## src/rtl/sample_tx_buffer.sv

```systemverilog
// Captures one 32-bit sample per drdy falling edge and serves it to the I2C read port byte-by-byte.
// Optional SAMPLE_TXBUF_HDR_EN prefixes each sample with a {3'b101, sample_idx} header byte.
module sample_tx_buffer #(
    parameter int NUM_PX     = 24,
    parameter int SETTLE_CYC = 4
) (
    input  logic        clk,
    input  logic        rst,
    input  logic        drdy,
    input  logic [31:0] sample_in,
    input  logic        rd_req,
    output logic [7:0]  tx_byte,
    output logic        tx_valid,
    output logic        tx_avail,
    output logic        ack_received,
    output logic        overrun
);

`ifdef SAMPLE_TXBUF_HDR_EN
    localparam logic [2:0] LAST_IDX = 3'd4;
`else
    localparam logic [2:0] LAST_IDX = 3'd3;
`endif
    localparam logic [3:0] SETTLE_INIT = 4'(SETTLE_CYC - 1);
    localparam logic [4:0] IDX_WRAP    = 5'(NUM_PX - 1);

    typedef enum logic [2:0] {
        ST_IDLE,
        ST_SETTLE,
        ST_LOAD,
        ST_SERVE,
        ST_ACK
    } state_t;

    state_t      state_q, state_d;
    logic        drdy_q;
    logic [3:0]  settle_cnt_q, settle_cnt_d;
    logic [31:0] shreg_q, shreg_d;
    logic [2:0]  byte_idx_q, byte_idx_d;
    logic [4:0]  sample_idx_q, sample_idx_d;
    logic [7:0]  tx_byte_q, tx_byte_d;
    logic        tx_valid_q, tx_valid_d;
    logic        ack_q, ack_d;
    logic        overrun_q, overrun_d;
    logic        fall;
    logic [7:0]  cur_byte;

    // drdy_q resets low so an undefined drdy after reset cannot look like a fall.
    assign fall = drdy_q & ~drdy;

    always_comb begin
        cur_byte = shreg_q[7:0];
        case (byte_idx_q)
`ifdef SAMPLE_TXBUF_HDR_EN
            3'd0:    cur_byte = {3'b101, sample_idx_q};
            3'd1:    cur_byte = shreg_q[31:24];
            3'd2:    cur_byte = shreg_q[23:16];
            3'd3:    cur_byte = shreg_q[15:8];
            default: cur_byte = shreg_q[7:0];
`else
            3'd0:    cur_byte = shreg_q[31:24];
            3'd1:    cur_byte = shreg_q[23:16];
            3'd2:    cur_byte = shreg_q[15:8];
            default: cur_byte = shreg_q[7:0];
`endif
        endcase
    end

    always_comb begin
        state_d      = state_q;
        settle_cnt_d = settle_cnt_q;
        shreg_d      = shreg_q;
        byte_idx_d   = byte_idx_q;
        sample_idx_d = sample_idx_q;
        tx_byte_d    = tx_byte_q;
        tx_valid_d   = 1'b0;
        ack_d        = 1'b0;
        overrun_d    = overrun_q;

        case (state_q)
            ST_IDLE: begin
                if (fall) begin
                    state_d      = ST_SETTLE;
                    settle_cnt_d = SETTLE_INIT;
                end
            end
            ST_SETTLE: begin
                if (settle_cnt_q == 4'd0) begin
                    state_d = ST_LOAD;
                end else begin
                    settle_cnt_d = settle_cnt_q - 4'd1;
                end
            end
            ST_LOAD: begin
                shreg_d    = sample_in;
                byte_idx_d = 3'd0;
                state_d    = ST_SERVE;
            end
            ST_SERVE: begin
                if (fall) begin
                    overrun_d = 1'b1;
                end
                if (rd_req) begin
                    tx_valid_d = 1'b1;
                    tx_byte_d  = cur_byte;
                    if (byte_idx_q == LAST_IDX) begin
                        state_d = ST_ACK;
                    end else begin
                        byte_idx_d = byte_idx_q + 3'd1;
                    end
                end
            end
            ST_ACK: begin
                if (fall) begin
                    overrun_d = 1'b1;
                end
                ack_d        = 1'b1;
                sample_idx_d = (sample_idx_q == IDX_WRAP) ? 5'd0 : sample_idx_q + 5'd1;
                state_d      = ST_IDLE;
            end
            default: begin
                state_d = ST_IDLE;
            end
        endcase
    end

    always_ff @(posedge clk) begin
        if (!rst) begin
            state_q      <= ST_IDLE;
            drdy_q       <= 1'b0;
            settle_cnt_q <= 4'd0;
            shreg_q      <= 32'd0;
            byte_idx_q   <= 3'd0;
            sample_idx_q <= 5'd0;
            tx_byte_q    <= 8'h00;
            tx_valid_q   <= 1'b0;
            ack_q        <= 1'b0;
            overrun_q    <= 1'b0;
        end else begin
            state_q      <= state_d;
            drdy_q       <= drdy;
            settle_cnt_q <= settle_cnt_d;
            shreg_q      <= shreg_d;
            byte_idx_q   <= byte_idx_d;
            sample_idx_q <= sample_idx_d;
            tx_byte_q    <= tx_byte_d;
            tx_valid_q   <= tx_valid_d;
            ack_q        <= ack_d;
            overrun_q    <= overrun_d;
        end
    end

    assign tx_byte      = tx_byte_q;
    assign tx_valid     = tx_valid_q;
    assign tx_avail     = (state_q == ST_SERVE);
    assign ack_received = ack_q;
    assign overrun      = overrun_q;

endmodule

```

## config.mk

```make
export PLATFORM = sky130hd
export DESIGN_NAME = sample_tx_buffer
export DESIGN_NICKNAME = d
export VERILOG_FILES = /design/src/rtl/sample_tx_buffer.sv
export SDC_FILE = /design/constraint.sdc
export NUM_CORES = 1
export LEC_CHECK = 0
export CELL_PAD_IN_SITES_DETAIL_PLACEMENT = 1
export CELL_PAD_IN_SITES_GLOBAL_PLACEMENT = 2
export CORE_UTILIZATION = 23
export DETAILED_ROUTE_END_ITERATION = 10
export GPL_TIMING_DRIVEN = 0
export PLACE_DENSITY = 0.67
export RECOVER_POWER = 100
export SYNTH_ARGS = -nofsm -noshare
export SYNTH_HDL_FRONTEND = slang
export SYNTH_SLANG_ARGS = --single-unit
export TNS_END_PERCENT = 50
```

## constraint.sdc

```tcl
create_clock -name clk -period 4.1 [get_ports clk]
set_input_delay 0.615 -clock clk [delete_from_list [all_inputs] [get_ports clk]]
set_output_delay 0.615 -clock clk [all_outputs]
set_load 0.005 [all_outputs]
```

==> metrics.md, run 1 <==
| Metric | Value |
|---|---|
| Status | completed |
| Die W | 103.1 um |
| Num rows | 36 |
| Sum Neg Setup Slack | 0 ns |
| Area leader, netlist | dfxtp_1 |
| Initial Util | a little under a quarter |
| Post-CTS Setup Inserts | 0 |
| Layout cell share with drive strength beyond 1 | between 5 and 6% |
| Worst slew pin tran | roughly 0.62 ns |
| Final-report hold violation count | 0 |
| Core Region | 9819 um^2 |
| Final ANT Viol Nets | 0 |
| CP Buf/Inv Count | 2 |
| Top routing layer used | met4 |
| Synth top cells by count | 74 x nand2_1, 54 x dfxtp_1, 52 x a21oi_1 |
| FF-to-FF path depth | 6 |
| Gr ovfl total | 0 |
| RSZ-0062 raised after global routing | no |
| Seq/Total Area, Yosys | a little under half |
| Syn Area/Cell | 8.278 um^2 |
| Slew headroom | approximately 58% |
| Worst Setup Start Kind | flop |
| Drt total wl | approximately 6500 um |
| Final nets | between 300 and 400 |
| Reg2Reg Capture Point | shreg_q[3] |
| Met3 WL | roughly 170 um |
| WL per Instance | about 14 um |
| Asr flop ratio synth | 0% |
| CP Cell Sequence | clkbuf_1, nand2b_1, nor2_1, dlygate4sd3_1 |
| Syn Nets | approximately 330 |
| Via count | between 2k and 2.5k |
| Vias per cell | approximately 4.4 |
| CTS resizes | 0 |
| Die span in y | 103.1 um |
| Hold Path Sink | shreg_q[11] |
| Met1 wire length | between 3000 and 4000 um |
| Ranking of synthesized cells by area | dfxtp_1 46%, nand2_1 12%, a21oi_1 11%, buf_6 3.8%, ha_1 3.7% |
| Root Buffer | clkbuf_8 |
| DIE AREA | 10,630 um^2 |
| Reg2Reg Launch Point | state_q[2] |
| ANT cells | 0 |
| Largest net degree at the start of global routing | 16 |
| CP Data Arrival Time | 2.00 ns |
| Clock tree buffer depth | 2 |
| Required @ worst endpoint | about 3.5 ns |
| CTS tree | done |
| Vias in the first global route | approximately 2.2k |
| Post-DP HPWL | 4839 um |
| Antenna violations before repair | 0 |
| Min Tclk post-route | 2.614 ns |
| Largest stage delay on the critical path | around 0.58 ns |
| Syn. warnings | 0 |
| F_max | between 0.3 and 0.4 GHz |
| Port Buffers | 46 |
| Max Cap Viol | 0 |
| Tot GR Track Use | 13.23% |
| Seq cells post-synth | 54 |
| Clock Latency Late Sink | 0.31 ns |
| # DRC | 0 |
| Syn Inst Count | around 280 |
| Synth cell types | 33 |
| CTS buffer count | 5 |
| H-tree levels | 2 |
| IO Count | 48 |
| 1st-pass router iterations | 4 |
| Clock slew at reported path FFs | around 0.090 ns |
| Tcrit/Tclk final | roughly 64% |
| Crit path max-delay family | buffers and inverters |
| Worst VDD drop | ~0.15 mV |
| Hold_sp | shreg_q[11] |
| Final setup fails | 0 |
| Top FF cell, synth | dfxtp_1 |
| Post-CTS Hold Fix Bufs | 0 |
| Clock Skews | 0.003108 ns |
| Pwr dens | 366.1 nW/um^2 |
| Power, Total | roughly 0.0011 W |
| Max Fanout on Critical Path | 10 |
| Min-delay worst type | flop to flop |
| Synthesized area | ~2400 um^2 |
| Initial DRC count | 66 |
| Slowest cell on crit path | dlygate4sd3_1 |
| Reg-to-reg setup timing slack | 2.12 ns |
| Lkg Pwr | between 1 and 1.5 nW |
| Met2 WL | roughly 3000 um |
| Layout Area Growth over Synthesis | 28.85% |
| Number of synthesized flops with an enable pin | 0 |
| Worst setup EP type | primary output |
| GPL Wtd Cong | between 0.7 and 0.8 |
| Hold Path Depth | 2 |
| Slew Limit Fails | 0 |
| Crit Path Category | flop to primary output |
| First-pass GRT wire length | about 11,000 um |
| Clock sinks | 54 |
| Most used standard cell by instance count after synthesis | nand2_1 |
| Synth top area share | between 40% and 50% |
routing by layer:
metal | track usage [%] | up-vias
met5 | 0 | -
met4 | 3.575 | 0
met3 | 2.508 | 5
met2 | 22.05 | 26
met1 | 17.48 | 946
li1 | - | 1076
kinds of logic (layout without fill, tap and decap cells):
| kind of cell | count (synthesis) | in the layout | synth area share [%] |
|---|---|---|---|
| and+or+nand+nor | 109 | 109 | 19.69 |
| AOI/OAI and AO/OA | 86 | 86 | 22.78 |
| DFF | 54 | 54 | 45.98 |
| buffers and inverters | 28 | 82 | 7.823 |
| adders and majority gates | 7 | 7 | 3.725 |
power by group:
group / leakage [nW] / total, W / switching [W] / internal [W]
registers: 0.437 / 0.000582 / 0.0000222 / 0.000560
clock network: 0.0482 / 0.000308 / 0.000171 / 0.000137
logic: 0.614 / 0.000219 / 0.000119 / 0.000100
total: 1.10 / 0.00111 / 0.000312 / 0.000797
worst max-delay path by stage:
stage	from	end	slack, ns	depth (start not counted)
2_1_floorplan	byte_idx_q[0]	tx_byte[0]	2.58	6
3_3_place_gp	drdy	settle_cnt_q[0]	2.11	5
3_5_place_dp	drdy	settle_cnt_q[0]	2.10	5
4_1_cts	state_q[2]	tx_avail	1.77	4
5_1_grt	state_q[2]	tx_avail	1.34	4
6_report	state_q[2]	tx_avail	1.49	4
worst min-delay path, cell delays in order (launching register included):
cell and delay, ns:
dfxtp_1 0.32, nand2_1 0.05, a21oi_1 0.05
cell type report:
type	count	area [um^2]
buffer	21	125.1
clock buffer	7	86.33
clock inverter	1	5.005
fill	1214	6790
inverter	7	26.28
multi-input combinational	202	1079
sequential	54	1081
tap	133	166.4
timing repair buffer	46	460.4
sequential cells by signal (all words and copies together) (netlist names):
register / count
tx_valid: 1
shreg_q: 32
tx_byte: 8
overrun: 1
ack_received: 1
settle_cnt_q: 4
byte_idx_q: 3
drdy_q: 1
state_q: 3
cell usage in the layout, fill, tap and decap left out:
cell	n
nor2b_1	1
a31o_2	1
or3_1	1
nor3_1	3
a2111oi_4	1
or3b_1	1
o221a_2	1
buf_6	6
dlygate4sd3_1	14
and3_1	3
o21ai_0	14
nor2_1	19
clkinv_2	1
o21a_1	1
nand2b_1	3
a32oi_1	1
buf_2	1
clkdlybuf4s50_1	32
clkbuf_8	6
a211o_1	1
nor2b_4	1
dfxtp_1	54
a222oi_1	8
clkbuf_1	15
inv_1	6
ha_1	7
o211a_1	2
inv_2	1
nand2_1	74
a22oi_1	1
and2_1	2
nand4_1	1
a21oi_1	52
a31oi_1	2
o31ai_2	1
per-stage QoR:
stage | instance area [um^2] | worst slack, ns | instances | hold WS [ns] | utilization, %
finish | 3029 | 1.486 | 471 | 0.4572 | 30.85
global route | 3029 | 1.345 | 471 | 0.4763 | 30.85
CTS | 3069 | 1.769 | 471 | 0.4625 | 31.26
detailed placement | 2978 | 2.098 | 463 | 0.4486 | 30.33
global placement | 2978 | 2.110 | 463 | 0.4436 | 30.33
floorplan | 2351 | 2.577 | 284 | 0.4357 | -
Power figures use the tool's default switching activity.
==> run 2: changes to the inputs <==
--- a/config.mk
+++ b/config.mk
@@ -10,7 +10,7 @@
 export CORE_UTILIZATION = 23
 export DETAILED_ROUTE_END_ITERATION = 10
 export GPL_TIMING_DRIVEN = 0
-export PLACE_DENSITY = 0.67
+export PLACE_DENSITY = 0.69
 export RECOVER_POWER = 100
 export SYNTH_ARGS = -nofsm -noshare
 export SYNTH_HDL_FRONTEND = slang
==> constraint.sdc (replaced) <==
create_clock -name clk -period 2.4 [get_ports clk]
set_input_delay 0.36 -clock clk [delete_from_list [all_inputs] [get_ports clk]]
set_output_delay 0.36 -clock clk [all_outputs]
set_load 0.005 [all_outputs]
==> run 2 against run 1 <==
- count of clock-buffer cells in the layout decreased by 1
- non-clock buffer count unchanged
- die area unchanged
- final area about the same
- clock power increased by 78%
- register-to-register slack got worse by 1.7 ns
==> metrics.md, run 2 (synthesis results as in run 1) <==
| Metric | Value |
|---|---|
| Root Buffer | clkbuf_8 (unchanged) |
| Tcrit/Tclk final | 85.34% |
| ANT cells | 0 (unchanged) |
| Initial DRC count | 51 (was 66) |
| Final setup fails | 0 (unchanged) |
| Largest Register | shreg_q (unchanged) |
| # DRC | 0 (unchanged) |
| Clock slew at reported path FFs | 0.10 ns (was 0.09 ns) |
| Max Cap Viol | 0 (unchanged) |
| Flip-flop and latch area | 1081 um^2 (unchanged) |
| Internal Power | 0.001363 W (was 0.0007970 W) |
| Pwr dens | 630.0 nW/um^2 (was 366.1 nW/um^2) |
| Via count | 2,081 (was 2,053) |
| Initial Util | 23.94% (unchanged) |
| Required @ worst endpoint | 2.04 ns (was 3.48 ns) |
| Most common cell after layout, fill and taps aside | nand2_1 (unchanged) |
| Vias per cell | 4.418 (was 4.359) |
| Crit path max-delay family | buffers and inverters (unchanged) |
| Worst Setup Start Kind | flop (unchanged) |
| Worst VDD drop | 0.2284 mV (was 0.1521 mV) |
| First-pass GRT wire length | 10,410 um (was 10,640 um) |
| Sequential fraction of design power | 52.1% (was 52.5%) |
| Switching Fraction | 28.54% (was 28.14%) |
| CTS tree | done (unchanged) |
| Post-CTS Setup Inserts | 0 (unchanged) |
| CTS resizes | 0 (unchanged) |
| H-tree levels | 2 (unchanged) |
| Worst slew pin tran | 1.057 ns (was 0.6215 ns) |
| P_sw | 0.0005442 W (was 0.0003121 W) |
| CTS buffer count | 5 (unchanged) |
| Port Buffers | 46 (unchanged) |
| Drt total wl | 6461 um (was 6468 um) |
| Most frequent cells in the layout | 74 x nand2_1, 54 x dfxtp_1, 52 x a21oi_1 (unchanged) |
| Vias in the first global route | 2,101 (was 2,158) |
| Crit Path Category | flop to primary output (unchanged) |
| Layout Area Growth over Synthesis | 28.74% (was 28.85%) |
| Die span in y | 103.1 um (unchanged) |
| Num rows | 36 (unchanged) |
| Min-delay worst type | primary input to flop (was flop to flop) |
| Layout cell share with drive strength beyond 1 | 6.213% (was 5.917%) |
| Largest net degree at the start of global routing | 18 (was 16) |
| Max Fanout on Critical Path | 10 (unchanged) |
| Lkg Pwr | 1.103 nW (was 1.100 nW) |
| Largest stage delay on the critical path | 0.57 ns (was 0.58 ns) |
| Post-DP HPWL | 4889 um (was 4839 um) |
| Clock sinks | 54 (unchanged) |
| CP Data Arrival Time | 1.69 ns (was 2.00 ns) |
| Power share of the clock group | 28.8% (was 27.8%) |
| Slew Limit Fails | 0 (unchanged) |
| Final ANT Viol Nets | 0 (unchanged) |
| Clock Skews | 0.01131 ns (was 0.003108 ns) |
| Min Tclk post-route | between 2 and 2.5 ns |
| CP Buf/Inv Count | 2 (unchanged) |
| DIE AREA | 10,630 um^2 (unchanged) |
| Slowest cell on crit path | dlygate4sd3_1 (unchanged) |
| Tot GR Track Use | 13.02% (was 13.23%) |
| WL per Instance | 13.72 um (was 13.73 um) |
| Slew headroom | 29.36% (was 58.31%) |
| Footprint of the multi-input gates | 1061 um^2 (was 1079 um^2) |
| Sum Neg Setup Slack | 0 ns (unchanged) |
| Core Region | 9819 um^2 (unchanged) |
| Final-report hold violation count | 0 (unchanged) |
| Clock Latency Late Sink | 0.30 ns (was 0.31 ns) |
| CP Cell Sequence | buf_6, nand2b_1, nor2_1, dlygate4sd3_1 (was clkbuf_1, nand2b_1, nor2_1, dlygate4sd3_1) |
| IO Count | 48 (unchanged) |
| 1st-pass router iterations | 4 (unchanged) |
| Max FFs per register | 32 (unchanged) |
| Fill count | 1,223 (was 1,214) |
| GPL Wtd Cong | 0.7170 (was 0.7292) |
| Status | completed (unchanged) |
| Worst setup EP type | primary output (unchanged) |
| Post-CTS Hold Fix Bufs | 0 (unchanged) |
| Final nets | 380 (unchanged) |
| Comb pwr share | 19.1% (was 19.8%) |
| RSZ-0062 raised after global routing | no (unchanged) |
| F_max | about 0.49 GHz |
| Antenna violations before repair | 0 (unchanged) |
| Die W | 103.1 um (unchanged) |
| Gr ovfl total | 0 (unchanged) |
| Power, Total | 0.001907 W (was 0.001109 W) |
| Clock tree buffer depth | 2 (unchanged) |
run 2: cell types whose count changed in the layout (fill, tap and decap cells not counted), sizes merged:
cell and change:
clkbuf -2, clkdlybuf4s50 +1, clkinvlp +1, inv +1, clkinv -1, dlygate4sd3 -1
buf +1
run 2: worst paths after layout:
kind	start	to	slack (ns)	cells after the start
worst max register to register	byte_idx_q[0]	tx_byte[4]	0.43	6
worst min-delay path	rst	overrun	0.46	2
worst min register to register	shreg_q[12]	shreg_q[12]	0.46	2
worst max-delay path	state_q[2]	tx_avail	0.35	4
run 2: area by class of cell:
cell class,count,share of cell area [%]
multi-input combinational,202,35.06
buffer,21,4.382
tap,133,5.498
timing repair buffer,46,15.21
inverter,7,0.8681
sequential,54,35.72
clock inverter,2,0.5374
clock buffer,6,2.728
run 2: per-layer routing:
| metal | track usage, % | share of wire [%] |
|---|---|---|
| met5 | 0 | 0 |
| met4 | 2.600 | 0.59 |
| met3 | 2.102 | 2.3 |
| met2 | 22.51 | 48 |
| met1 | 17.11 | 49 |
run 2: through the flow:
step	hold slack, ns	cells	utilization [%]	instance area, um^2	setup slack (ns)
CTS	0.4528	471	31.33	3077	0.3394
detailed placement	0.4479	463	30.33	2978	0.4210
global placement	0.4454	463	30.33	2978	0.4356
floorplan	0.4357	284	-	2351	0.8766
global route	0.4834	471	30.82	3027	0.1919
finish	0.4582	471	30.82	3027	0.3517
run 2: power groups by stage:
stage	Combinational, W	Clock (W)	Sequential (W)
6_report	0.000364	0.000549	0.000993
2_1_floorplan	0.000258	0	0.00100
3_5_place_dp	0.000396	0	0.00101
4_1_cts	0.000398	0.000574	0.000994
5_1_grt	0.000412	0.000613	0.00100
3_3_place_gp	0.000392	0	0.00101
==> run 3: changes to the inputs <==
==> constraint.sdc (replaced) <==
create_clock -name clk -period 2.4 [get_ports clk]
set_input_delay 0.36 -clock clk [delete_from_list [all_inputs] [get_ports clk]]
set_output_delay 0.36 -clock clk [all_outputs]
set_load 0.05 [all_outputs]
==> run 3 against run 2 <==
- core utilization fell by 0.14 points
- count of clock-buffer cells in the layout did not move
- clock skew barely moved
- cell count did not move
- first-iteration DRC count did not move
- non-clock buffer count did not move
- largest power group unchanged
- highest routed layer unchanged
- global-route usage did not move
- critical path depth did not move
==> metrics.md, run 3 (synthesis results as in run 1) <==
| Metric | Value |
|---|---|
| Status | completed (unchanged) |
| Vias in the first global route | 2,101 (unchanged) |
| Final nets | 380 (unchanged) |
| Reg-to-reg setup timing slack | 0.40 ns (was 0.43 ns) |
| Port Buffers | 46 (unchanged) |
| Worst setup EP type | primary output (unchanged) |
| Required @ worst endpoint | 2.04 ns (about the same) |
| Die span in y | 103.1 um (unchanged) |
| Max Fanout on Critical Path | 10 (unchanged) |
| Max Cap Viol | 0 (unchanged) |
| Worst Setup SP | state_q[2] (unchanged) |
| Gr ovfl total | 0 (unchanged) |
| Num rows | 36 (unchanged) |
| Initial DRC count | 51 (unchanged) |
| # DRC | 0 (unchanged) |
| RSZ-0062 raised after global routing | no (unchanged) |
| Fill count | 1,227 (was 1,223) |
| Antenna violations before repair | 0 (unchanged) |
| Footprint of the multi-input gates | 1061 um^2 (unchanged) |
| WL per Instance | 13.73 um (was 13.72 um) |
| Crit Path Category | flop to primary output (unchanged) |
| Most common cell after layout, fill and taps aside | nand2_1 (unchanged) |
| CTS resizes | 0 (unchanged) |
| ANT cells | 0 (unchanged) |
| DIE AREA | 10,630 um^2 (unchanged) |
| Worst VDD drop | 0.2301 mV (was 0.2284 mV) |
| Worst Setup Start Kind | flop (unchanged) |
| Pwr dens | 636.3 nW/um^2 (was 630.0 nW/um^2) |
| Largest net degree at the start of global routing | 18 (unchanged) |
| Sum Neg Setup Slack | 0 ns (unchanged) |
| Final ANT Viol Nets | 0 (unchanged) |
| Tot GR Track Use | 13.02% (unchanged) |
| 1st-pass router iterations | 4 (unchanged) |
| Post-DP HPWL | 4889 um (unchanged) |
| CP Data Arrival Time | 1.76 ns (was 1.69 ns) |
| GPL Wtd Cong | 0.7170 (unchanged) |
| Lkg Pwr | 1.092 nW (was 1.103 nW) |
| Layout cell share with drive strength beyond 1 | 5.917% (was 6.213%) |
| Hold Path Sink | overrun (unchanged) |
| Via count | 2,084 (was 2,081) |
| Clock slew at reported path FFs | 0.10 ns (about the same) |
| Most frequent cells in the layout | 74 x nand2_1, 54 x dfxtp_1, 52 x a21oi_1 (unchanged) |
| Layout Area Growth over Synthesis | 28.15% (was 28.74%) |
| Tcrit/Tclk final | 88.47% (was 85.34%) |
| Clock tree buffer depth | 2 (unchanged) |
| Clock sinks | 54 (unchanged) |
| Min-delay worst type | primary input to flop (unchanged) |
| Die W | 103.1 um (unchanged) |
| Max FFs per register | 32 (unchanged) |
| Vias per cell | 4.425 (was 4.418) |
| Clock Latency Late Sink | 0.30 ns (about the same) |
| Hold_sp | rst (unchanged) |
| Slew headroom | 29.40% (was 29.36%) |
| Initial Util | 23.94% (unchanged) |
| Min Tclk post-route | 2.123 ns (was 2.048 ns) |
| Hold Path Depth | 2 (unchanged) |
| Worst slew pin tran | 1.056 ns (was 1.057 ns) |
| Post-CTS Setup Inserts | 0 (unchanged) |
| Flip-flop and latch area | 1081 um^2 (unchanged) |
| CTS tree | done (unchanged) |
| Reg2Reg Launch Point | state_q[2] (was byte_idx_q[0]) |
| Final-report hold violation count | 0 (unchanged) |
| Final setup fails | 0 (unchanged) |
| H-tree levels | 2 (unchanged) |
| Drt total wl | 6466 um (was 6461 um) |
| Slew Limit Fails | 0 (unchanged) |
| CTS buffer count | 5 (unchanged) |
| Fin area | 3013 um^2 (was 3027 um^2) |
| Largest Register | shreg_q (unchanged) |
| Reg2Reg Capture Point | shreg_q[7] (was tx_byte[4]) |
| IO Count | 48 (unchanged) |
| FF-to-FF path depth | 6 (unchanged) |
| F_max | 0.4709 GHz (was 0.4882 GHz) |
| Root Buffer | clkbuf_8 (unchanged) |
| Post-CTS Hold Fix Bufs | 0 (unchanged) |
| First-pass GRT wire length | 10,410 um (unchanged) |
| Clock Skews | 0.01133 ns (was 0.01131 ns) |
| Core Region | 9819 um^2 (unchanged) |
| Cell Area, Placed | 2978 um^2 (unchanged) |
## run 3: cell types whose count changed in the layout (fill, tap and decap cells not counted)
cell,delta
clkbuf_1,+2
buf_6,-1
dlygate4sd3_1,-1
## run 3: worst max path at each step
stage / endpoint / slack, ns / cells past startpoint
floorplan: tx_avail / 0.71 / 3
global placement: tx_avail / 0.37 / 4
detailed placement: tx_avail / 0.39 / 4
CTS: tx_avail / 0.04 / 4
global route: tx_byte[0] / 0.19 / 6
finish: tx_avail / 0.28 / 4
## run 3: power breakdown
group,switching (W),total [W],internal (W)
Sequential,0.0000369,0.000993,0.000956
Combinational,0.000206,0.000374,0.000167
Clock,0.000312,0.000550,0.000238
Total,0.000555,0.00192,0.00136
## run 3: per-stage QoR
stage	setup WS, ns	power [W]	utilization, %	hold WS [ns]	cells
final	0.2766	0.001917	30.68	0.4574	471
after floorplan	0.7059	0.001269	-	0.4357	284
after global routing	0.1919	0.002035	30.68	0.4834	471
after detailed placement	0.3857	0.001421	30.33	0.4479	463
after global placement	0.3711	0.001415	30.33	0.4454	463
after CTS	0.03726	0.001975	31.33	0.4528	471
## run 3: area by class of cell
cell class / count / area share [%]
flip-flops and latches: 54 / 35.88
multi-input cells: 202 / 35.22
clock inverters: 2 / 0.5399
well taps: 133 / 5.523
plain buffers: 21 / 4.153
inverters: 7 / 0.8721
clock buffers: 6 / 2.741
repair buffers: 46 / 15.07
## run 3: worst max-delay path, cell delays in order, from the launching register on
cell and delay, ns:
dfxtp_1 0.31, clkbuf_1 0.23, nand2b_1 0.31, nor2_1 0.13
clkbuf_1 0.48
## run 3: per-layer routing
layer	GRT usage [%]	vias to the layer above	share of wire, %
li1	-	1076	-
met1	17.11	979	49
met2	22.51	27	48
met3	2.102	2	2.3
met4	2.600	0	0.59
met5	0	-	0
